--- config.mk ---
export PLATFORM = sky130hd
export DESIGN_NAME = ddr3_init_refresh
export DESIGN_NICKNAME = d
export VERILOG_FILES = /design/src/rtl/ddr3_init_refresh.sv
export SDC_FILE = /design/constraint.sdc
export NUM_CORES = 1
export LEC_CHECK = 0
export BUFFER_PORTS_ARGS = -buffer_cell sky130_fd_sc_hd__buf_2
export CELL_PAD_IN_SITES_DETAIL_PLACEMENT = 1
export CELL_PAD_IN_SITES_GLOBAL_PLACEMENT = 1
export CORE_MARGIN = 5
export CORE_UTILIZATION = 41
export DETAILED_ROUTE_END_ITERATION = 10
export GPL_ROUTABILITY_DRIVEN = 0
export PLACE_DENSITY_LB_ADDON = 0.1
export SKIP_LAST_GASP = 1
export SLEW_MARGIN = 20
export SYNTH_ARGS = -nofsm -noshare
export SYNTH_HDL_FRONTEND = slang
export SYNTH_SLANG_ARGS = --single-unit
--- constraint.sdc ---
create_clock -name clk -period 3.3 [get_ports clk]
set_clock_uncertainty 0.1 [all_clocks]
set_input_delay 0.165 -clock clk [delete_from_list [all_inputs] [get_ports clk]]
set_output_delay 0.165 -clock clk [all_outputs]
set_load 0.02 [all_outputs]
--- src/rtl/ddr3_init_refresh.sv ---
// DDR3 power-up initialisation sequencer plus periodic auto-refresh engine.
// Owns the command pins until init completes, then borrows them per refresh.
module ddr3_init_refresh #(
  parameter int BA_BITS      = 3,
  parameter int ADDR_BITS    = 14,
  parameter int T_RESET      = 80000,
  parameter int T_CKE        = 200000,
  parameter int T_XPR        = 48,
  parameter int T_MRD        = 4,
  parameter int T_MOD        = 12,
  parameter int T_ZQINIT     = 512,
  parameter int T_REFI       = 3120,
  parameter int T_RFC        = 44,
  parameter int MAX_POSTPONE = 8,
  parameter logic [ADDR_BITS-1:0] MR0 = '0,
  parameter logic [ADDR_BITS-1:0] MR1 = '0,
  parameter logic [ADDR_BITS-1:0] MR2 = '0,
  parameter logic [ADDR_BITS-1:0] MR3 = '0
) (
  input  logic                 clk,
  input  logic                 rst_n,
  output logic                 ddr_rst_n,
  output logic                 cke,
  output logic                 cs_n,
  output logic                 ras_n,
  output logic                 cas_n,
  output logic                 we_n,
  output logic [BA_BITS-1:0]   ba,
  output logic [ADDR_BITS-1:0] addr,
  output logic                 odt,
  output logic                 cmd_own,
  output logic                 init_done,
  output logic                 bus_req,
  input  logic                 bus_gnt,
  output logic [3:0]           ref_pending
);

  function automatic int max2(input int a, input int b);
    return (a > b) ? a : b;
  endfunction

  localparam int T_MAX = max2(max2(max2(T_RESET, T_CKE), max2(T_XPR, T_MRD)),
                              max2(max2(T_MOD, T_ZQINIT), max2(T_REFI, T_RFC)));
  localparam int CNT_W = $clog2(T_MAX) + 1;

  // {cs_n, ras_n, cas_n, we_n}
  localparam logic [3:0] CMD_NOP  = 4'b0111;
  localparam logic [3:0] CMD_MRS  = 4'b0000;
  localparam logic [3:0] CMD_ZQCL = 4'b0110;
  localparam logic [3:0] CMD_REF  = 4'b0001;
  localparam logic [3:0] PEND_MAX = 4'(MAX_POSTPONE);

  // Each wait state issues the next command when its countdown hits zero.
  typedef enum logic [3:0] {
    S_RST_HOLD, S_CKE_WAIT, S_XPR, S_MRS3, S_MRS1, S_MRS0,
    S_MOD_WAIT, S_ZQ_WAIT, S_IDLE, S_RFC_WAIT
  } state_t;

  state_t                 state_q, state_d;
  logic [CNT_W-1:0]       cnt_q, cnt_d;
  logic [CNT_W-1:0]       refi_q, refi_d;
  logic [3:0]             pend_q, pend_d;
  logic [3:0]             cmd_q, cmd_d;
  logic [BA_BITS-1:0]     ba_q, ba_d;
  logic [ADDR_BITS-1:0]   addr_q, addr_d;
  logic                   ddr_rst_n_q, ddr_rst_n_d;
  logic                   cke_q, cke_d;
  logic                   own_q, own_d;
  logic                   done_q, done_d;
  logic                   req_q, req_d;
  logic                   cnt_zero, refi_exp, issue_ref;

  always_comb begin
    state_d     = state_q;
    cnt_d       = (cnt_q != '0) ? cnt_q - CNT_W'(1) : cnt_q;
    cmd_d       = CMD_NOP;
    ba_d        = '0;
    addr_d      = '0;
    ddr_rst_n_d = ddr_rst_n_q;
    cke_d       = cke_q;
    own_d       = own_q;
    done_d      = done_q;
    cnt_zero    = (cnt_q == '0);
    issue_ref   = 1'b0;

    // Refresh interval timer free-runs once init has finished.
    refi_exp = done_q && (refi_q == '0);
    refi_d   = refi_q;
    if (done_q) refi_d = refi_exp ? CNT_W'(T_REFI - 1) : refi_q - CNT_W'(1);

    unique case (state_q)
      S_RST_HOLD: if (cnt_zero) begin
        ddr_rst_n_d = 1'b1;
        cnt_d       = CNT_W'(T_CKE - 1);
        state_d     = S_CKE_WAIT;
      end
      S_CKE_WAIT: if (cnt_zero) begin
        cke_d   = 1'b1;
        cnt_d   = CNT_W'(T_XPR - 1);
        state_d = S_XPR;
      end
      S_XPR: if (cnt_zero) begin
        cmd_d   = CMD_MRS;
        ba_d    = BA_BITS'(2);
        addr_d  = MR2;
        cnt_d   = CNT_W'(T_MRD - 1);
        state_d = S_MRS3;
      end
      S_MRS3: if (cnt_zero) begin
        cmd_d   = CMD_MRS;
        ba_d    = BA_BITS'(3);
        addr_d  = MR3;
        cnt_d   = CNT_W'(T_MRD - 1);
        state_d = S_MRS1;
      end
      S_MRS1: if (cnt_zero) begin
        cmd_d   = CMD_MRS;
        ba_d    = BA_BITS'(1);
        addr_d  = MR1;
        cnt_d   = CNT_W'(T_MRD - 1);
        state_d = S_MRS0;
      end
      S_MRS0: if (cnt_zero) begin
        cmd_d   = CMD_MRS;
        ba_d    = BA_BITS'(0);
        addr_d  = MR0;
        cnt_d   = CNT_W'(T_MOD - 1);
        state_d = S_MOD_WAIT;
      end
      S_MOD_WAIT: if (cnt_zero) begin
        cmd_d      = CMD_ZQCL;
        addr_d[10] = 1'b1;
        cnt_d      = CNT_W'(T_ZQINIT - 1);
        state_d    = S_ZQ_WAIT;
      end
      S_ZQ_WAIT: if (cnt_zero) begin
        done_d  = 1'b1;
        own_d   = 1'b0;
        refi_d  = CNT_W'(T_REFI - 1);
        state_d = S_IDLE;
      end
      S_IDLE: issue_ref = req_q && bus_gnt;
      // A grant sampled on the last RFC cycle chains the next REF with no bus gap.
      S_RFC_WAIT: if (cnt_zero) begin
        if (req_q && bus_gnt) begin
          issue_ref = 1'b1;
        end else begin
          own_d   = 1'b0;
          state_d = S_IDLE;
        end
      end
      default: state_d = S_RST_HOLD;
    endcase

    if (issue_ref) begin
      cmd_d   = CMD_REF;
      own_d   = 1'b1;
      cnt_d   = CNT_W'(T_RFC - 1);
      state_d = S_RFC_WAIT;
    end

    // Request rises only from IDLE; during RFC it can only hold or drop.
    if (issue_ref)                 req_d = 1'b1;
    else if (state_q == S_IDLE)    req_d = (pend_q != '0);
    else if (state_q == S_RFC_WAIT) req_d = req_q && (pend_q != '0);
    else                           req_d = 1'b0;

    pend_d = pend_q;
    if (refi_exp && !issue_ref) begin
      if (pend_q != PEND_MAX) pend_d = pend_q + 4'd1;
    end else if (issue_ref && !refi_exp) begin
      pend_d = pend_q - 4'd1;
    end
  end

  always_ff @(posedge clk or negedge rst_n) begin
    if (!rst_n) begin
      state_q     <= S_RST_HOLD;
      cnt_q       <= CNT_W'(T_RESET - 1);
      refi_q      <= '0;
      pend_q      <= '0;
      cmd_q       <= CMD_NOP;
      ba_q        <= '0;
      addr_q      <= '0;
      ddr_rst_n_q <= 1'b0;
      cke_q       <= 1'b0;
      own_q       <= 1'b1;
      done_q      <= 1'b0;
      req_q       <= 1'b0;
    end else begin
      state_q     <= state_d;
      cnt_q       <= cnt_d;
      refi_q      <= refi_d;
      pend_q      <= pend_d;
      cmd_q       <= cmd_d;
      ba_q        <= ba_d;
      addr_q      <= addr_d;
      ddr_rst_n_q <= ddr_rst_n_d;
      cke_q       <= cke_d;
      own_q       <= own_d;
      done_q      <= done_d;
      req_q       <= req_d;
    end
  end

  assign {cs_n, ras_n, cas_n, we_n} = cmd_q;
  assign ba          = ba_q;
  assign addr        = addr_q;
  assign ddr_rst_n   = ddr_rst_n_q;
  assign cke         = cke_q;
  assign odt         = 1'b0;
  assign cmd_own     = own_q;
  assign init_done   = done_q;
  assign bus_req     = req_q;
  assign ref_pending = pend_q;

endmodule

* Word-level counts from Yosys, hierarchy flattened *
Cells that the tools add are included.

word-level totals
  register bits = 59
  bits in latches = 0
  memory bits (writable) = 0
  bits in read-only memories = 0
  input bits = 3
  word-level logic and storage cells = 108
  memories = 0

cells by class
  add/subtract/negate cells = 4
  multipliers = 0
  div/mod/pow operators = 0
  $lt $le $gt $ge = 0
  equal/unequal tests = 22
  shifts and indexed selects = 0
  mux-type cells = 48
  bitwise logic cells = 0
  reductions and logical operators = 22

operator list
  operator                                                                number
  19-bit two-way mux                                                      11
  19-bit case mux with 5 select lines                                     1
  4-bit two-way mux                                                       15
  4-bit case mux with 10 select lines                                     1
  19-bit zero test                                                        2
  19-bit by 1-bit subtractor with 19-bit output (second input constant)   2
  3-bit != test (second input constant)                                   10
  19-bit nonzero test                                                     1
  4-bit by 3-bit equality test with 1-bit output (second input constant)  4
  1-bit two-way mux                                                       13
  11-bit AND reduction                                                    1
  4-bit by 2-bit equality test with 1-bit output (second input constant)  2
  4-bit equality test (second input constant)                             2
  2-bit AND reduction                                                     4
  2-bit case mux with 3 select lines                                      1
  3-bit case mux with 2 select lines                                      1
  1-bit logical AND                                                       5
  4-bit by 1-bit adder with 4-bit output (second input constant)          1
  4-bit by 1-bit equality test with 1-bit output (second input constant)  1
  4-bit zero test                                                         1
  2-bit two-way mux                                                       2
  4-bit != test (second input constant)                                   1
  1-bit case mux with 2 select lines                                      2
  4-bit AND reduction                                                     1
  other kinds (10)                                                        11

* Logic depth before layout (Yosys ltp) *
  depth after elaboration = 8
  depth in mapped cells = 13
  mapped depth without buffers = 12

* Worst setup path before layout *
Ideal clock, no wire load.

  path kind = register -> register
  from = reg cnt_q[14]
  to = reg pend_q[3], in the netlist ref_pending[3]
  setup time = 0.132 ns
  arrival = 2.878 ns
  required time = 3.068 ns
  path slack = 0.189 ns
  cell stages (with the launch flop) = 12
  cell sequence = dfrtp_1 -> or4_1 -> nor4_4 -> a31oi_2 -> clkbuf_1 -> nand2_1 -> ha_1 -> a21o_1 -> a21o_1 -> and3_1 -> mux2i_1 -> o22ai_1

between the ends
  word-level cells in the longest chain between the ends = 7

ends and longest elaborated chain
  element                                                                                   line  RTL
  from (decl)                                                                               60    logic [CNT_W-1:0] cnt_q, cnt_d;
  from (signal assigned)                                                                    179   cnt_q <= CNT_W'(T_RESET - 1);
  from (signal assigned)                                                                    192   cnt_q <= cnt_d;
  19-bit zero test *                                                                        83    cnt_zero = (cnt_q == '0);
  1-bit two-way mux *                                                                       144   S_RFC_WAIT: if (cnt_zero) begin
  1-bit case mux with 2 select lines *                                                      91    unique case (state_q)
  1-bit zero test                                                                           169   if (refi_exp && !issue_ref) begin
  1-bit logical AND                                                                         169
  2-bit by 1-bit != test with 1-bit output (no line) or 2-bit nonzero test (tied branches)  n/a
  2-bit AND reduction (no line)                                                             n/a
  to (signal assigned)                                                                      194   pend_q <= pend_d;
  to (decl)                                                                                 62    logic [3:0] pend_q, pend_d;

Mark *: on every way between the ends. The rest lies on a longest branch, timed or not.
A chain may end at the register's enable or synchronous reset.

* Worst setup path after layout *
  from = reg refi_q[0]
  to = reg pend_q[3], in the netlist ref_pending[3]

between the ends
  word-level cells in the longest chain between the ends = 6

ends and longest elaborated chain
  element                        line  RTL
  from (decl)                    61    logic [CNT_W-1:0] refi_q, refi_d;
  from (signal assigned)         193   refi_q <= refi_d;
  19-bit zero test *             87    refi_exp = done_q && (refi_q == '0);
  1-bit logical AND *            87
  1-bit zero test                171   end else if (issue_ref && !refi_exp) begin
  1-bit logical AND              171
  2-bit nonzero test (no line)   n/a
  2-bit AND reduction (no line)  n/a

Marked as above.

==> flow_summary.yaml <==
run_status:
  status: "finished, final reports clean"
finish:
  multi_input_area_mm2: 0.00163
  syn2layout_area_growth_pct: 9.03
  regArea_mm2: 0.00142
  n_antenna_cell: 0
  final_util_pct: 45.6
  fin_nets: 367
  final_cell_mix: "42 x dfrtp_1, 40 x nor2_1, 28 x nand2_1, 19 x xnor2_1, 17 x buf_2"
  drive_above_1_share_pct: 17.3
  mostFrequentLayoutCell: "dfrtp_1"
  fill_cells: 913
timing:
  setup_viol: 0
  rsz0062_at_grt: "no"
  finalWorstSetupSlack_ps: 342
  fmax_ghz: 0.338
  slew_viol_final: 0
  worst_slew_pin_slew_ps: 700
  min_period_ps: 2960
  hold_viol: 0
  hold_slack_ps: 207
  tns_ps: 0
  slew_headroom_pct: 53.3
  finalCritPeriodShare_pct: 89.6
setup_path:
  r2r_slack_ps: 340
  cp_max_fo: 5
  crit_arrival_ps: 3090
  path_cells: "inv_1 -> ha_1 -> nor4bb_1 -> and4_1 -> and2_1 -> nand2_1 -> ha_1 -> a21o_1 -> a21o_1 -> a21oi_1 -> mux2i_1 -> o22ai_1"
  r2r_end: "ref_pending[3]"
  critPathMaxStageDelay_ps: 420
  slowest_stage: "dfrtp_1"
  critical_path_class: "reg -> reg"
  required_ps: 3430
  endpoint_kind: "flop"
  ff2ff_path_depth: 12
  setup.worst_path.end: "ref_pending[3]"
  cp-start-kind: "flop"
  startpoint: "refi_q[0]"
  rr_startpoint: "refi_q[0]"
detailed_routing:
  drt-total-wl_mm: 7.72
  drcViolationCount: 0
  dr.pass1.iters: 4
  drtIter0Drc: 43
  vias: 2483
  ant_nets: 0
  detail_route.vias_per_cell: 5.40
  routedWlPerCell_um: 16.8
global_route:
  grt_max_degree: 30
  grt_pass1_vias: 2687
  antenna_found_initial: 0
  grt_overflow: 0
  grt_use_total_pct: 16.8
  grt_pass1_wl_mm: 13.3
power_and_ir_drop:
  p_leak_uw: 0.00155
  p_total_uw: 1210
  peakVddDrop_v: 0.000140
  power.density_mw_per_mm2: 346
place:
  place_ws_ps: 359
  dp_hpwl_mm: 5.71
  portBuffers: 17
floorplan:
  design.core.area_mm2: 0.00765
  die_y_um: 98.4
  rows: 32
  floorplan.die_area_mm2: 0.00968
  pin_count: 34
  initial_core_util_pct: 41.9
  die_w_um: 98.4
synthesis:
  ys.flop_type: "dfrtp_1"
  synth_area_mm2: 0.00320
  postSynthCellCount: 339
  netlist.area_leader.share_pct: 32.8
  netlist_top_cells_area: "dfrtp_1 33%, dfstp_2 11%, xnor2_1 5.2%, nor2_1 4.7%, buf_4 4.0%"
  postSynthAreaPerCell_um2: 9.44
  ys_seq_elements: 56
  synth_area_leader_cell: "dfrtp_1"
  ys_warn_count: 0
  ys_seq_area_share_pct: 44.3
  synth-edff-count: 0
  async_flop_share_pct: 100
  yosysUniqueCellTypes: 58
clock_tree:
  cts_buffer_depth: 2
  cts_tree: "built"
  clockRootBuffer: "clkbuf_8"
  clkSinkCount: 56
  clkTransAtPathRegs_ps: 110
  cts_setup_buffers: 0
  cts-resized-gates: 0
  cts_buffers: 5
  clock_latency_ps: 320
  cts_max_level: 2
  ctsHoldBuffers: 1
run:
  max_cap_violations: 0
min_path:
  hp-class: "in -> reg"
## how the worst min path moves through the flow
stage,startpoint,end,slack (ps),cells after the start
floorplan,rst_n,addr[10],-230,0
global placement,rst_n,ba[1],150,1
detailed placement,rst_n,ba[1],160,1
CTS,bus_gnt,cnt_q[18],210,3
global route,bus_gnt,cnt_q[18],210,3
finish,bus_gnt,cnt_q[18],210,3
## synthesized netlist by cell type (3+ instances only)
| master | count |
|---|---|
| nand3_1 | 13 |
| a21o_1 | 7 |
| and2_1 | 4 |
| clkbuf_1 | 11 |
| o31ai_1 | 3 |
| nor2b_1 | 4 |
| o22ai_1 | 3 |
| ha_1 | 6 |
| xor2_1 | 7 |
| dfstp_2 | 14 |
| o21ai_0 | 10 |
| and3_1 | 4 |
| nor4_1 | 7 |
| and4_1 | 3 |
| a211oi_1 | 4 |
| nand2_1 | 28 |
| nor2_1 | 40 |
| nor4b_1 | 3 |
| nor3_1 | 15 |
| buf_4 | 17 |
| or3_1 | 8 |
| inv_1 | 5 |
| mux2_4 | 3 |
| xnor2_1 | 19 |
| or4_1 | 3 |
| nand2b_1 | 4 |
| a21oi_1 | 11 |
| dfrtp_1 | 42 |
## final cells by class
cell class,instances,share of cell area (%)
Multi-Input combinational cell,261,46.8
Sequential cell,56,40.6
Timing Repair Buffer,28,4.87
Tap cell,102,3.66
Clock buffer,6,2.37
Clock inverter,2,1.11
Inverter,5,0.538
## routing by layer
metal / wire length [um] / vias up / part of all wire (%) / global-route usage [%]
li1: - / 1202 / - / -
met1: 3420 / 1238 / 44 / 20.3
met4: 113 / 0 / 1.5 / 4.94
met2: 3930 / 34 / 51 / 30.3
met5: 0 / - / 0 / 0
met3: 250 / 9 / 3.2 / 3.00
## report_power, final
group / leakage (uW) / internal [uW] / switching (uW)
Clock: 0.0000614 / 249 / 239
Combinational: 0.000800 / 2.38 / 30.5
Sequential: 0.000691 / 687 / 0
## flip-flops by register name, indices dropped and copies added (netlist names), 2 cells and up
| signal | count |
|---|---|
| ba | 2 |
| cmd_q | 2 |
| cnt_q | 19 |
| ref_pending | 4 |
| refi_q | 19 |
| state_q | 4 |
## worst max-delay path, delay by kind of cell, from the launching register on
family / cells / cell delay [ps]
buffers and inverters: 1 / 70
adders and majority gates: 2 / 470
muxes: 1 / 110
AOI/OAI and AO/OA: 4 / 720
DFF: 1 / 420
and+or+nand+nor: 4 / 990
## per-stage QoR
step,instances,cell area [um^2]
6_report,460,3490
5_1_grt,460,3490
4_1_cts,460,3490
3_5_place_dp,451,3360
3_3_place_gp,451,3360
2_1_floorplan,354,3260
## kinds of logic after synthesis
kind of cell,Yosys count,share of synthesized area [%]
adder cells (fa/ha/maj),7,2.97
buffers and inverters,37,6.41
flip-flops,56,44.3
multiplexers,5,2.03
XOR/XNOR,26,7.11
other,1,0.117
AO/OA/AOI/OAI,59,12.7
AND/OR/NAND/NOR,148,24.3
No activity file was read; power rests on OpenSTA's default activity.
